<file path="config.mk">
export PLATFORM = sky130hd
export DESIGN_NAME = control_sequencer
export DESIGN_NICKNAME = d
export VERILOG_FILES = /design/src/rtl/control_sequencer_pkg.sv /design/src/rtl/control_sequencer_microcode_rom.sv /design/src/rtl/control_sequencer.sv
export SDC_FILE = /design/constraint.sdc
export NUM_CORES = 1
export LEC_CHECK = 0
export BUFFER_PORTS_ARGS = -buffer_cell sky130_fd_sc_hd__buf_2
export CORE_MARGIN = 2
export CORE_UTILIZATION = 41
export CTS_BUF_LIST = sky130_fd_sc_hd__clkbuf_8 sky130_fd_sc_hd__clkbuf_16
export DETAILED_ROUTE_END_ITERATION = 16
export PLACE_DENSITY_LB_ADDON = 0.05
export SLEW_MARGIN = 20
export SYNTH_ARGS = -nofsm -noshare
export SYNTH_HDL_FRONTEND = slang
export SYNTH_HIERARCHICAL = 1
export SYNTH_SLANG_ARGS = --single-unit
</file>
<file path="constraint.sdc">
create_clock -name clk -period 1.62 [get_ports clk]
set_clock_uncertainty 0.05 [all_clocks]
set_input_delay 0.324 -clock clk [delete_from_list [all_inputs] [get_ports clk]]
set_output_delay 0.324 -clock clk [all_outputs]
set_load 0.05 [all_outputs]
</file>
<file path="src/rtl/control_sequencer_pkg.sv">
// Shared definitions for the 8-bit bus CPU control path: opcodes,
// control-word bit positions and a helper for building control words.
package control_sequencer_pkg;

    localparam int CTRL_WIDTH = 16;

    // Opcodes (upper nibble of the instruction register).
    localparam logic [3:0] OP_NOP = 4'h0;
    localparam logic [3:0] OP_LDA = 4'h1;
    localparam logic [3:0] OP_ADD = 4'h2;
    localparam logic [3:0] OP_SUB = 4'h3;
    localparam logic [3:0] OP_STA = 4'h4;
    localparam logic [3:0] OP_LDI = 4'h5;
    localparam logic [3:0] OP_JMP = 4'h6;
    localparam logic [3:0] OP_JC  = 4'h7;
    localparam logic [3:0] OP_JZ  = 4'h8;
    localparam logic [3:0] OP_OUT = 4'hE;
    localparam logic [3:0] OP_HLT = 4'hF;

    // Control-word bit indices, reused when wiring register enable/load pins.
    localparam int CTRL_HLT = 15;
    localparam int CTRL_MI  = 14;
    localparam int CTRL_RI  = 13;
    localparam int CTRL_RO  = 12;
    localparam int CTRL_IO  = 11;
    localparam int CTRL_II  = 10;
    localparam int CTRL_AI  = 9;
    localparam int CTRL_AO  = 8;
    localparam int CTRL_EO  = 7;
    localparam int CTRL_SU  = 6;
    localparam int CTRL_BI  = 5;
    localparam int CTRL_OI  = 4;
    localparam int CTRL_CE  = 3;
    localparam int CTRL_CO  = 2;
    localparam int CTRL_J   = 1;
    localparam int CTRL_FI  = 0;

    typedef logic [CTRL_WIDTH-1:0] ctrl_t;

    // One-hot control word with only the given bit set.
    function automatic ctrl_t cbit(input int idx);
        return ctrl_t'(1) << idx;
    endfunction

endpackage

</file>
<file path="src/rtl/control_sequencer_microcode_rom.sv">
// Microcode ROM: pure combinational lookup from {opcode, step, carry, zero}
// to the 16-bit control word plus the end-of-instruction marker rsc.
module microcode_rom
    import control_sequencer_pkg::*;
#(
    parameter int STEP_WIDTH = 3
) (
    input  logic [3:0]            opcode,
    input  logic [STEP_WIDTH-1:0] step,
    input  logic                  carry,
    input  logic                  zero,
    output logic [CTRL_WIDTH-1:0] ctrl,
    output logic                  rsc
);

    // Decode one microinstruction; fetch steps are shared by all opcodes.
    always_comb begin
        // NOTE: every output gets a default first so no path leaves a value
        // unassigned, which would otherwise infer a latch.
        ctrl = '0;
        rsc  = 1'b0;
        case (step)
            STEP_WIDTH'(0): ctrl = cbit(CTRL_CO) | cbit(CTRL_MI);
            STEP_WIDTH'(1): ctrl = cbit(CTRL_RO) | cbit(CTRL_II) | cbit(CTRL_CE);
            STEP_WIDTH'(2): begin
                case (opcode)
                    OP_LDA, OP_ADD, OP_SUB, OP_STA:
                        ctrl = cbit(CTRL_IO) | cbit(CTRL_MI);
                    OP_LDI: begin
                        ctrl = cbit(CTRL_IO) | cbit(CTRL_AI);
                        rsc  = 1'b1;
                    end
                    OP_JMP: begin
                        ctrl = cbit(CTRL_IO) | cbit(CTRL_J);
                        rsc  = 1'b1;
                    end
                    OP_JC: begin
                        if (carry) ctrl = cbit(CTRL_IO) | cbit(CTRL_J);
                        rsc = 1'b1;
                    end
                    OP_JZ: begin
                        if (zero) ctrl = cbit(CTRL_IO) | cbit(CTRL_J);
                        rsc = 1'b1;
                    end
                    OP_OUT: begin
                        ctrl = cbit(CTRL_AO) | cbit(CTRL_OI);
                        rsc  = 1'b1;
                    end
                    OP_HLT: ctrl = cbit(CTRL_HLT);
                    // NOP and the undefined opcodes end here with no strobes.
                    default: rsc = 1'b1;
                endcase
            end
            STEP_WIDTH'(3): begin
                case (opcode)
                    OP_LDA: begin
                        ctrl = cbit(CTRL_RO) | cbit(CTRL_AI);
                        rsc  = 1'b1;
                    end
                    OP_ADD, OP_SUB:
                        ctrl = cbit(CTRL_RO) | cbit(CTRL_BI);
                    OP_STA: begin
                        ctrl = cbit(CTRL_AO) | cbit(CTRL_RI);
                        rsc  = 1'b1;
                    end
                    default: ;
                endcase
            end
            STEP_WIDTH'(4): begin
                if (opcode == OP_ADD || opcode == OP_SUB) begin
                    ctrl = cbit(CTRL_EO) | cbit(CTRL_AI) | cbit(CTRL_FI);
                    if (opcode == OP_SUB) ctrl = ctrl | cbit(CTRL_SU);
                    rsc = 1'b1;
                end
            end
            default: ;
        endcase
    end

endmodule

</file>
<file path="src/rtl/control_sequencer.sv">
// Control sequencer: T-state step counter, halt latch and reset gating
// around the microcode ROM. The control word is combinational in the
// current step so registers see it at the next rising clk.
module control_sequencer
    import control_sequencer_pkg::*;
#(
    parameter int STEP_WIDTH = 3,
    parameter int MAX_STEP   = 5
) (
    input  logic                  clk,
    input  logic                  rst,
    input  logic [3:0]            opcode,
    input  logic                  carry_flag,
    input  logic                  zero_flag,
    output logic [CTRL_WIDTH-1:0] ctrl,
    output logic [STEP_WIDTH-1:0] step,
    output logic                  halted
);

    localparam logic [STEP_WIDTH-1:0] LAST_STEP = STEP_WIDTH'(MAX_STEP - 1);

    logic [CTRL_WIDTH-1:0] rom_ctrl;
    logic                  rsc;

    microcode_rom #(
        .STEP_WIDTH(STEP_WIDTH)
    ) u_rom (
        .opcode(opcode),
        .step  (step),
        .carry (carry_flag),
        .zero  (zero_flag),
        .ctrl  (rom_ctrl),
        .rsc   (rsc)
    );

    // No register may load or drive during reset or after a halt.
    assign ctrl = (rst || halted) ? '0 : rom_ctrl;

    // Step counter and halt latch: halt freezes the step, rsc or the last
    // legal step returns to fetch T0.
    always_ff @(posedge clk) begin
        // NOTE: sequential state uses non-blocking assignments so every
        // register samples pre-edge values, independent of statement order.
        if (rst) begin
            step   <= '0;
            halted <= 1'b0;
        end else if (!halted) begin
            if (ctrl[CTRL_HLT]) begin
                halted <= 1'b1;
            end else if (rsc || step == LAST_STEP) begin
                step <= '0;
            end else begin
                step <= step + STEP_WIDTH'(1);
            end
        end
    end

endmodule

</file>
==> out/metrics.csv <==
stage;metric;value;unit
logic_synthesis;Synth area leader;and2_1;
drt;DRT Pass-1 Iters;4;
clock_tree;hold buffer count at cts;0;
drt;via count;881;
critical_path;crit path buf inv count;3;
global_routing;remaining global-route overflow;0;
min_path;Hold Crit Endpoint;step[1];
floorplanning;Die W;43.45;µm
drt;Wirelength per Cell;18.41;µm
min_path;Hold Crit Class;in -> reg;
logic_synthesis;sequential-to-total area share from yosys stat;0.1255;
layout;share of layout cells above drive strength 1;0.6978;
floorplanning;die area;0.001888;mm²
logic_synthesis;ys flop type;dfxtp_1;
critical_path;Arrival @ worst endpoint;1530;ps
timing;fin crit period;1899;ps
timing;final worst setup slack;-279.1;ps
clock_tree;CTS Sinks;4;
run;Max-Cap Viols;0;
clock_tree;CTS Root Cell;clkbuf_8;
layout;most common cell after layout, fill and taps aside;buf_4;
clock_tree;TritonCTS clock tree;built;
timing;worst hold slack;305.8;ps
floorplanning;Core Footprint;0.001489;mm²
logic_synthesis;cell count after synthesis;92;
layout;ANT cells;0;
floorplanning;# IOs;28;
clock_tree;number of buffers created by CTS;3;
timing;max-slew violations;0;
critical_path;CP Data Required Time;1250;ps
layout;area grow syn2layout;109.0;%
pwr;P_leak;0.6110;nW
floorplanning;Row Count;14;
min_path;HP Start;rst;
drt;number of vias per cell;5.684;
timing;Slew Limit Headroom;0.7948;
global_routing;first-pass GRT wire length;3498;µm
layout;# fillers;68;
timing;setup violators final;17;
pwr;Int Pwr;0.0007060;W
outcome;failing checks;negative setup slack;
global_routing;vias in the first global route;803;
min_path;hold depth;2;
timing;Final Hold Viols;0;
clock_tree;worst-skew pair later-pin latency;220;ps
timing;worst slew pin tran;303.6;ps
logic_synthesis;Yosys Warn Count;6;
critical_path;Setup CP Type;reg -> out;
layout;Design Area, Final;0.001334;mm²
floorplanning;chip height;43.45;µm
pwr;sw frac;0.4642;
critical_path;R2R Path End;step[2];
drt;residual DRC count;0;
logic_synthesis;syn_area_per_cell;6.936;µm²
place;Post-DP Area;907.1;µm²
critical_path;FF-to-FF path depth;8;
layout;Total Nets Final;151;
logic_synthesis;Post-synth EDFFs;0;
drt;DRT antenna net count;0;
pwr;Power Dens Cells;988.0;mW/mm²
logic_synthesis;Async SR Flop Fraction;0;
drt;initial detailed-routing violation count;22;
pwr;Comb pwr share;0.710;
critical_path;worst-path fanout max;5;
clock_tree;clock-pin slew of the registers on the worst-case setup and hold paths;40;ps
logic_synthesis;top-area cell type share of the netlist area;0.1667;
pwr;Seq pwr share;0.125;
place;Post-DP HPWL;1241;µm
critical_path;CP max stage delay;360;ps
pwr;maximum vdd drop;799.5;µV
drt;WL final;2854;µm
pwr;Clk network pwr share;0.165;
logic_synthesis;Mapped Nets;102;
floorplanning;Starting Density;0.4286;
critical_path;Crit-path slowest cell;dfxtp_4;
critical_path;Worst R2R Start;step[0];
critical_path;family with the most delay on the worst path;buffers and inverters;
layout;commonest non-fill, non-tap cells in the layout;buf_4 (19), and2_4 (14), buf_8 (13);
pwr;Psw;0.0006118;W
outcome;outcome;finished with violations;
critical_path;Most common cell on crit path;buf_4;
global_routing;largest net degree at the start of global routing;12;
logic_synthesis;Synth Register Bits;4;
critical_path;flop2flop setup slack;-250;ps
place;port bufs;27;
timing;fmax;526.6;MHz
timing;fin crit share;1.172;
place;pre-CTS setup slack;-241.9;ps
place;placer's final routability congestion estimate;0.8115;
logic_synthesis;Synth cell types;35;
critical_path;CP Launch Type;register;
logic_synthesis;Post-Syn Area;638.1;µm²
logic_synthesis;top cells by area, synth;and2_1 (17%), dfxtp_1 (13%), buf_4 (5.9%);
critical_path;CP endpoint kind;output port;
global_routing;initial antenna violation count;0;
clock_tree;Clock Tree Buf Depth;2;
critical_path;critical path cell sequence;buf_4 -> nand3b_1 -> buf_4 -> nor2_1 -> and2_1 -> buf_6;
global_routing;Overall Global Routing Usage;0.2376;
clock_tree;Max H-tree Level;1;
timing;unrepaired setup endpoints after global routing;yes;
## kinds of logic (layout without fill, tap and decap cells)
logic type / count (synthesis) / after routing / share of synthesized area
DFF: 4 / 4 / 0.1255
and+or+nand+nor: 57 / 57 / 0.5451
adders and majority gates: 2 / 2 / 0.03921
buffers and inverters: 10 / 57 / 0.09412
xor gates and xnor gates: 2 / 2 / 0.02746
muxes: 1 / 1 / 0.01569
AOI/OAI and AO/OA: 16 / 16 / 0.1529
## registers in the layout, indices dropped and copies added (netlist names)
signal,cells
step,3
halted,1
## worst max-delay path by stage
stage | startpoint | to | slack (ps) | cells past startpoint
2_1_floorplan | step[1] | ctrl[15] | -90 | 4
3_3_place_gp | opcode[1] | ctrl[14] | -240 | 6
3_5_place_dp | opcode[1] | ctrl[14] | -240 | 6
4_1_cts | step[0] | ctrl[8] | -200 | 5
5_1_grt | step[0] | ctrl[5] | -300 | 6
6_report | step[0] | ctrl[5] | -280 | 6
## cell usage after synthesis, types with 3 or more instances
cell type and count:
and2_1 17, nor2_1 9, a21oi_1 6, buf_4 5, nand2_1 5, nor3_1 5
dfxtp_1 4, buf_2 3, o21ai_0 3
## layer usage
metal,track usage,part of all wire,vias up
met5,0,0,-
met4,0.03636,0.018,0
met3,0.02917,0.049,7
met2,0.4299,0.53,44
met1,0.3063,0.40,415
li1,-,-,415
## per-stage QoR
stage	std cells	util	TNS, ps	total power (W)
final	155	0.8958	-2509	0.001318
after detailed placement	145	0.6092	-2192	0.0007503
after global routing	155	0.8958	-3063	0.001365
after floorplan	92	-	-150.0	0.0005984
after global placement	145	0.6092	-2130	0.0007458
after CTS	150	0.8101	-761.2	0.001134
## cell type report
type	instances	area [µm²]	area share
Clock buffer	3	41.29	0.03096
Inverter	2	7.507	0.005629
Multi-Input combinational cell	78	635.6	0.4765
Sequential cell	4	92.59	0.06942
Tap cell	16	20.02	0.01501
Timing Repair Buffer	52	536.8	0.4024
## power by group through the flow
stage | Combinational [W] | Clock, W | Sequential (W)
final | 0.000935 | 0.000217 | 0.000165
after global routing | 0.000966 | 0.000231 | 0.000167
after CTS | 0.000772 | 0.000209 | 0.000153
after detailed placement | 0.000597 | 0 | 0.000154
after global placement | 0.000591 | 0 | 0.000154
after floorplan | 0.000372 | 0 | 0.000227
## what timing repair did
item                       4_1_cts  5_1_grt
setup buffers                    2        5
setup endpoints to repair       17       19
pin swaps                       16       17
resized for setup               73       24
Note: power is estimated with default switching activity, not from simulation.
